===== config.mk =====
export PLATFORM = sky130hd
export DESIGN_NAME = pll_mdrp_ctrl
export DESIGN_NICKNAME = d
export VERILOG_FILES = /design/src/rtl/pll_mdrp_ctrl.sv
export SDC_FILE = /design/constraint.sdc
export NUM_CORES = 1
export LEC_CHECK = 0
export ABC_AREA = 0
export CAP_MARGIN = 30
export CORE_MARGIN = 5
export CORE_UTILIZATION = 49
export DETAILED_ROUTE_END_ITERATION = 7
export HOLD_SLACK_MARGIN = 0.05
export PLACE_DENSITY = 0.79
export SLEW_MARGIN = 15
export SYNTH_ARGS = -nofsm -noshare
export SYNTH_HDL_FRONTEND = slang
export SYNTH_SLANG_ARGS = --single-unit

===== constraint.sdc =====
create_clock -name mdclk -period 2.05 [get_ports mdclk]
set_input_delay 0.41 -clock mdclk [delete_from_list [all_inputs] [get_ports mdclk]]
set_output_delay 0.41 -clock mdclk [all_outputs]
set_load 0.01 [all_outputs]

===== src/rtl/pll_mdrp_ctrl.sv =====
// Sequences single-register MDRP reads/writes with an optional PLL reset/relock after writes.
// Latency: read 3+RD_LAT, write 3 (+reset/lock time); requests arriving while busy are dropped, not queued.
module pll_mdrp_ctrl #(
  parameter int RD_LAT       = 2,
  parameter int RST_CYCLES   = 16,
  parameter int LOCK_TIMEOUT = 65535,
  parameter int RELOCK       = 1
) (
  input  logic       mdclk,
  input  logic       reset,
  input  logic       cfg_req,
  input  logic       cfg_wr,
  input  logic [7:0] cfg_addr,
  input  logic [7:0] cfg_wdata,
  output logic [7:0] cfg_rdata,
  output logic       cfg_busy,
  output logic       cfg_done,
  output logic       cfg_err,
  output logic [1:0] mdopc,
  output logic       mdainc,
  output logic [7:0] mdwdi,
  input  logic [7:0] mdrdo,
  input  logic       pll_lock,
  output logic       pll_rst
);

  localparam logic [15:0] RD_LAST   = 16'(RD_LAT - 1);
  localparam logic [15:0] RST_LAST  = 16'(RST_CYCLES - 1);
  localparam logic [15:0] LOCK_LAST = 16'(LOCK_TIMEOUT - 1);

  typedef enum logic [2:0] {
    S_IDLE, S_ADDR, S_WRITE, S_READ, S_RD_WAIT, S_PLLRST, S_LOCK_WAIT, S_DONE
  } state_t;

  state_t      state, state_nxt;
  logic [15:0] cnt;
  logic        wr_q;
  logic [7:0]  addr_q;
  logic [7:0]  wdata_q;
  logic [7:0]  rdata_q;
  logic        err_q;
  logic        accept;
  logic        capture;
  logic        set_err;

  always_ff @(posedge mdclk) begin
    if (reset) begin
      state   <= S_IDLE;
      cnt     <= '0;
      wr_q    <= 1'b0;
      addr_q  <= '0;
      wdata_q <= '0;
      rdata_q <= '0;
      err_q   <= 1'b0;
    end else begin
      state <= state_nxt;
      // Only the waiting states count, and the count restarts on every state change.
      if (state_nxt == state &&
          (state == S_RD_WAIT || state == S_PLLRST || state == S_LOCK_WAIT))
        cnt <= cnt + 16'd1;
      else
        cnt <= '0;
      if (accept) begin
        wr_q    <= cfg_wr;
        addr_q  <= cfg_addr;
        wdata_q <= cfg_wdata;
        err_q   <= 1'b0;
      end
      if (set_err) err_q <= 1'b1;
      if (capture) rdata_q <= mdrdo;
    end
  end

  always_comb begin
    state_nxt = state;
    mdopc     = 2'b00;
    mdwdi     = 8'h00;
    pll_rst   = 1'b0;
    cfg_done  = 1'b0;
    accept    = 1'b0;
    capture   = 1'b0;
    set_err   = 1'b0;
    case (state)
      S_IDLE: begin
        if (cfg_req) begin
          accept    = 1'b1;
          state_nxt = S_ADDR;
        end
      end
      S_ADDR: begin
        mdopc     = 2'b11;
        mdwdi     = addr_q;
        state_nxt = wr_q ? S_WRITE : S_READ;
      end
      S_WRITE: begin
        mdopc     = 2'b01;
        mdwdi     = wdata_q;
        state_nxt = (RELOCK != 0) ? S_PLLRST : S_DONE;
      end
      S_READ: begin
        mdopc     = 2'b10;
        state_nxt = S_RD_WAIT;
      end
      S_RD_WAIT: begin
        if (cnt == RD_LAST) begin
          capture   = 1'b1;
          state_nxt = S_DONE;
        end
      end
      S_PLLRST: begin
        pll_rst = 1'b1;
        if (cnt == RST_LAST) state_nxt = S_LOCK_WAIT;
      end
      S_LOCK_WAIT: begin
        // Lock seen on the final allowed cycle still wins over the timeout.
        if (pll_lock) begin
          state_nxt = S_DONE;
        end else if (cnt == LOCK_LAST) begin
          set_err   = 1'b1;
          state_nxt = S_DONE;
        end
      end
      S_DONE: begin
        cfg_done  = 1'b1;
        state_nxt = S_IDLE;
      end
      default: state_nxt = S_IDLE;
    endcase
  end

  assign cfg_busy  = (state != S_IDLE);
  assign cfg_rdata = rdata_q;
  assign cfg_err   = err_q;
  assign mdainc    = 1'b0;

endmodule


* Word-level counts from Yosys, hierarchy flattened *
Index checks and enable logic that the tools add are counted.
Widths: inputs -> output; s select.

cells by class
  add/subtract/negate cells = 1
  eq/ne operators = 11
  mux-type cells = 20
  bitwise gates (word level) = 1
  reductions and logical operators = 7

operator list
  cell                   count
  $pmux 3 s8             1
  $add 16x1->16 const B  1
  $eq 16x1->1 const B    1
  $eq 16x16->1 const B   1
  $eq 16x4->1 const B    1
  $pmux 8 s2             1
  $mux 3                 5
  $eq 3x3->1 const B     4
  $mux 1                 12
  $eq 3x2->1 const B     2
  $pmux 2 s3             1
  $eq 3x1->1 const B     1
  $eq 3x3->1             1
  $logic_not 3->1        1
  $reduce_bool 3->1      1
  $logic_or 1x1->1       2
  $reduce_bool 2->1      1
  $reduce_or 2->1        1
  $logic_and 1x1->1      1
  $not 1->1              1

storage, ports and cells
  bits in registers = 45
  bits of input ports = 29
  output and inout port bits = 23
  logic and storage cells = 47

* Depth between registers and ports, before layout *
  word-level depth = 8
  mapped depth = 8

* Worst setup path before layout *
No wires, ideal clock.

  kind = register to register
  from = register cnt[5]
  to = register cnt[10]
  library setup time = 113 ps
  arrival = 1692 ps
  required time = 1937 ps
  setup slack = 244 ps
  stages on the path, launching flop included = 7
  path buffers = 1
  clock period less this slack = 1806 ps
  cells stage by stage = dfxtp_1 or4_4 nor3_4 nand2_2 a31oi_4 buf_6 nor2_2

between the ends
  word-level cells in the longest chain between the ends = 8
  elaborated cells on any way between the ends = 13
  those cells by class = add/sub (1); eq/ne (4); mux (5); bitwise (1); reduce/logical (2)

ends and longest elaborated chain
  item                              RTL line  RTL
  start, declared                   36        logic [15:0] cnt;
  start signal, assigned            60        cnt <= cnt + 16'd1;
  $eq 16x16->1                      118       end else if (cnt == LOCK_LAST) begin
  $mux 3                            118
  $mux 3                            116       if (pll_lock) begin
  $pmux 3 s8                        83        case (state)
  $eq 3x3->1                        58        if (state_nxt == state &&
  $logic_and 1x1->1                 58
  $not 1->1 (no source line)        -
  $reduce_or 2->1 (no source line)  -

Parallel ways exist; a longest one is shown, timed or not.
A chain may end at the register's enable or synchronous reset.

* Final worst setup path *
  from = register state[0]
  to = output port mdwdi[2]

between the ends
  word-level cells in the longest chain between the ends = 2
  elaborated cells on any way between the ends = 3
  those cells by class = eq/ne (2); mux (1)

ends and longest elaborated chain
  item                                      RTL line  RTL
  start, declared                           35        state_t state, state_nxt;
  start signal, assigned                    56        state <= state_nxt;
  $eq 3x2->1 or $eq 3x1->1 (tied branches)  83
  $pmux 8 s2 *                              83
  end, declared                             21        output logic [7:0] mdwdi,

Mark *: on every way between the ends. The rest lies on a longest branch, timed or not.

==> metrics.txt <==
Area contributors post-synth=dfxtp_1 (41%), nand2_1 (12%), a21oi_1 (6.0%); Synth area leader=dfxtp_1; HP Class=flip-flop to flip-flop; Worst Tran Pin Value=0.6736 ns; Max-cap violations=0; die area=5870 um^2; most used cell along the critical path=buf_4; area post-placement=2750 um^2; CP Cell Sequence=nor2b_1, buf_4, buf_4, buf_4, a22oi_1, nor2_1, clkdlybuf4s15_2; first-pass GRT wire length=8618 um; Residual DRC=0; area of the multi-input gates=1166 um^2; CP startpoint=state[0]$_SDFF_PP0_; Post-Synth Simple-Gate Area=32.34%; crit path launch type=flip-flop; leakage=1.160 nW; drt pass-1 iters=4; top cell type's share of synthesized area=41.43%; worst setup margin=-0.01423 ns; Yosys reg bits=45; Die W=76.62 um; fin cells=381; R2R Setup Slk=0.12 ns; fraction of layout cells with a size suffix above 1=16.11%; post-route cell area=2878 um^2; PortBufs=50; CTS Buf Count=5; antenna viol nets, final=0; Final Wtd Congestion=0.8235; mux share of post-synthesis cell area=0%; Worst-path clk slew=0.08 ns; HPWL after detailed placement=3595 um; synth warn=0; Area growth syn-to-layout=32.34%; Worst slew margin=55.10%; xor and xnor fraction of the mapped netlist area=5.639%; clock sink total=45; CTS tree=yes; Tcrit/Tclk final=100.7%; 1st-iter DRT viols=92; register area share after synthesis=41.43%; Power Dens Cells=673.4 nW/um^2; Die Ht=76.62 um; Avg Cell Area, Syn=7.936 um^2; core area=4324 um^2; worst setup path end=mdwdi[2]; Worst Path Required=1.64 ns; FMAX=484.4 MHz; critical path's slowest cell=dfxtp_2; worst-path fanout max=6; status=complete, but fails checks; Final Max Slew Viols=0; drt total wl=5138 um; prevailing post-synth register cell=dfxtp_1; Clock Tree Buf Depth=2; Layout Utilization=66.55%; Rows=24; Post-Syn Area=2175 um^2; Reg2Reg Depth=4; Reg area=907.1 um^2; placed cell count=369; Critical Path Sink Type=output pin; gr ovfl total=0; Min Hold Slack=0.4567 ns; starting density of the core=50.29%; minimum clock period=2.064 ns; total number of vias=1,976; largest family of logic cells by synthesized area=simple AND/OR/NAND/NOR gates; EDFF count, synth=0; largest net degree at the start of global routing=30; drt wl/cell=13.49 um; root buf cell=clkbuf_8; Setup Skew=0.006659 ns; vias in the first global route=1,872; violated checks=setup timing; antenna violations before repair=0; Fin. Hold Viols=0; Post-Syn Instances=274; DR vias/cell=5.186; RSZ-0062 raised after global routing=yes; H-tree depth=2; crit path DAT=1.65 ns; GRT Util Overall=17.84%; TNS Setup=-0.01423 ns; Crit Path Class=flip-flop to output pin; r2r startpoint=cnt[13]$_SDFF_PP0_; area share of fa/ha/maj cells after synthesis=1.726%; Hold Path Origin=cfg_rdata[5]$_SDFFE_PP0P_; # setup viols final=1; critical path's largest stage delay=0.38 ns; Synth Area in Compound Gates=13.06%; top-count cell post-synth=nand2_1; Syn Nets=306; peak supply drop=0.3798 mV; Post-synth ARST share=0%; ant diodes=0; Nets=360; Boundary Pins=52; worst skew pair latency=0.30 ns; Yosys cell types=40; Commonest cells post-synth=nand2_1 (69), dfxtp_1 (45), a21oi_1 (26), nor2_1 (17), clkbuf_1 (12); Worst R2R End=cnt[1]$_SDFF_PP0_; Filler cells=398
## through the flow
stage,total power [mW],worst slack (ns)
2_1_floorplan,1.210,0.2444
3_3_place_gp,1.398,-0.07391
3_5_place_dp,1.406,-0.09143
4_1_cts,1.946,-0.06112
5_1_grt,2.040,-0.09840
6_report,1.938,-0.01423
## power breakdown
part           internal, mW  switching (mW)
logic                 0.215           0.231
registers             0.919          0.0334
clock network         0.235           0.304
total                  1.37           0.568
## cells by family after synthesis
group | count (synthesis)
flip-flops | 45
other | 1
adder cells (fa/ha/maj) | 3
AO/OA/AOI/OAI | 43
buffers and inverters | 26
XOR/XNOR | 14
AND/OR/NAND/NOR | 142
## sequential cells by signal (all words and copies together) (netlist names)
register and flops:
wdata_q 8, state 3, cfg_rdata 8, addr_q 8, cfg_err 1, wr_q 1
cnt 16
## how the worst min path moves through the flow
| stage | end | slack, ns | cells after the start |
|---|---|---|---|
| final | cfg_rdata[5]$_SDFFE_PP0P_ | 0.46 | 2 |
| after global routing | cfg_rdata[5]$_SDFFE_PP0P_ | 0.47 | 2 |
| after CTS | cfg_rdata[5]$_SDFFE_PP0P_ | 0.46 | 2 |
| after detailed placement | cfg_rdata[5]$_SDFFE_PP0P_ | 0.45 | 2 |
| after global placement | cfg_rdata[5]$_SDFFE_PP0P_ | 0.44 | 2 |
| after floorplan | addr_q[0]$_SDFFE_PP0P_ | 0.44 | 2 |
## metal layers
| metal | track usage [%] | wire, um | vias up |
|---|---|---|---|
| met5 | 0 | 0 | - |
| met4 | 6.469 | 98 | 0 |
| met3 | 5.792 | 289 | 8 |
| met2 | 29.11 | 2502 | 46 |
| met1 | 21.84 | 2247 | 899 |
| li1 | - | - | 1023 |
## final cells by class
cell class / instances / area share (%)
clock buffers: 5 / 2.391
clock inverters: 3 / 0.6087
inverters: 6 / 0.7826
multi-input cells: 203 / 40.52
flip-flops and latches: 45 / 31.52
well taps: 52 / 2.261
repair buffers: 67 / 21.91
## repair_timing
item | CTS | global route
buffers inserted | 3 | 1
hold buffers | 0 | 0
resized for setup | 13 | 13
endpoints found under the setup margin | 26 | 10
## cells in the final DEF, fill, tap and decap left out, types with 6 or more instances in the layout
cell	count
a22oi_1	9
xnor2_1	8
nor2_1	17
nand3_1	8
buf_4	16
nand2_1	69
clkdlybuf4s50_1	39
xor2_1	6
inv_1	6
a21oi_1	26
nor2_2	10
dfxtp_1	42
## critical path, delay by kind of cell, from the launching register on
| kind | cells | cell delay [ns] |
|---|---|---|
| simple gates | 2 | 0.29 |
| flops | 1 | 0.38 |
| buf+inv | 4 | 0.64 |
| compound gates | 1 | 0.05 |
No activity file was read; power rests on OpenSTA's default activity.
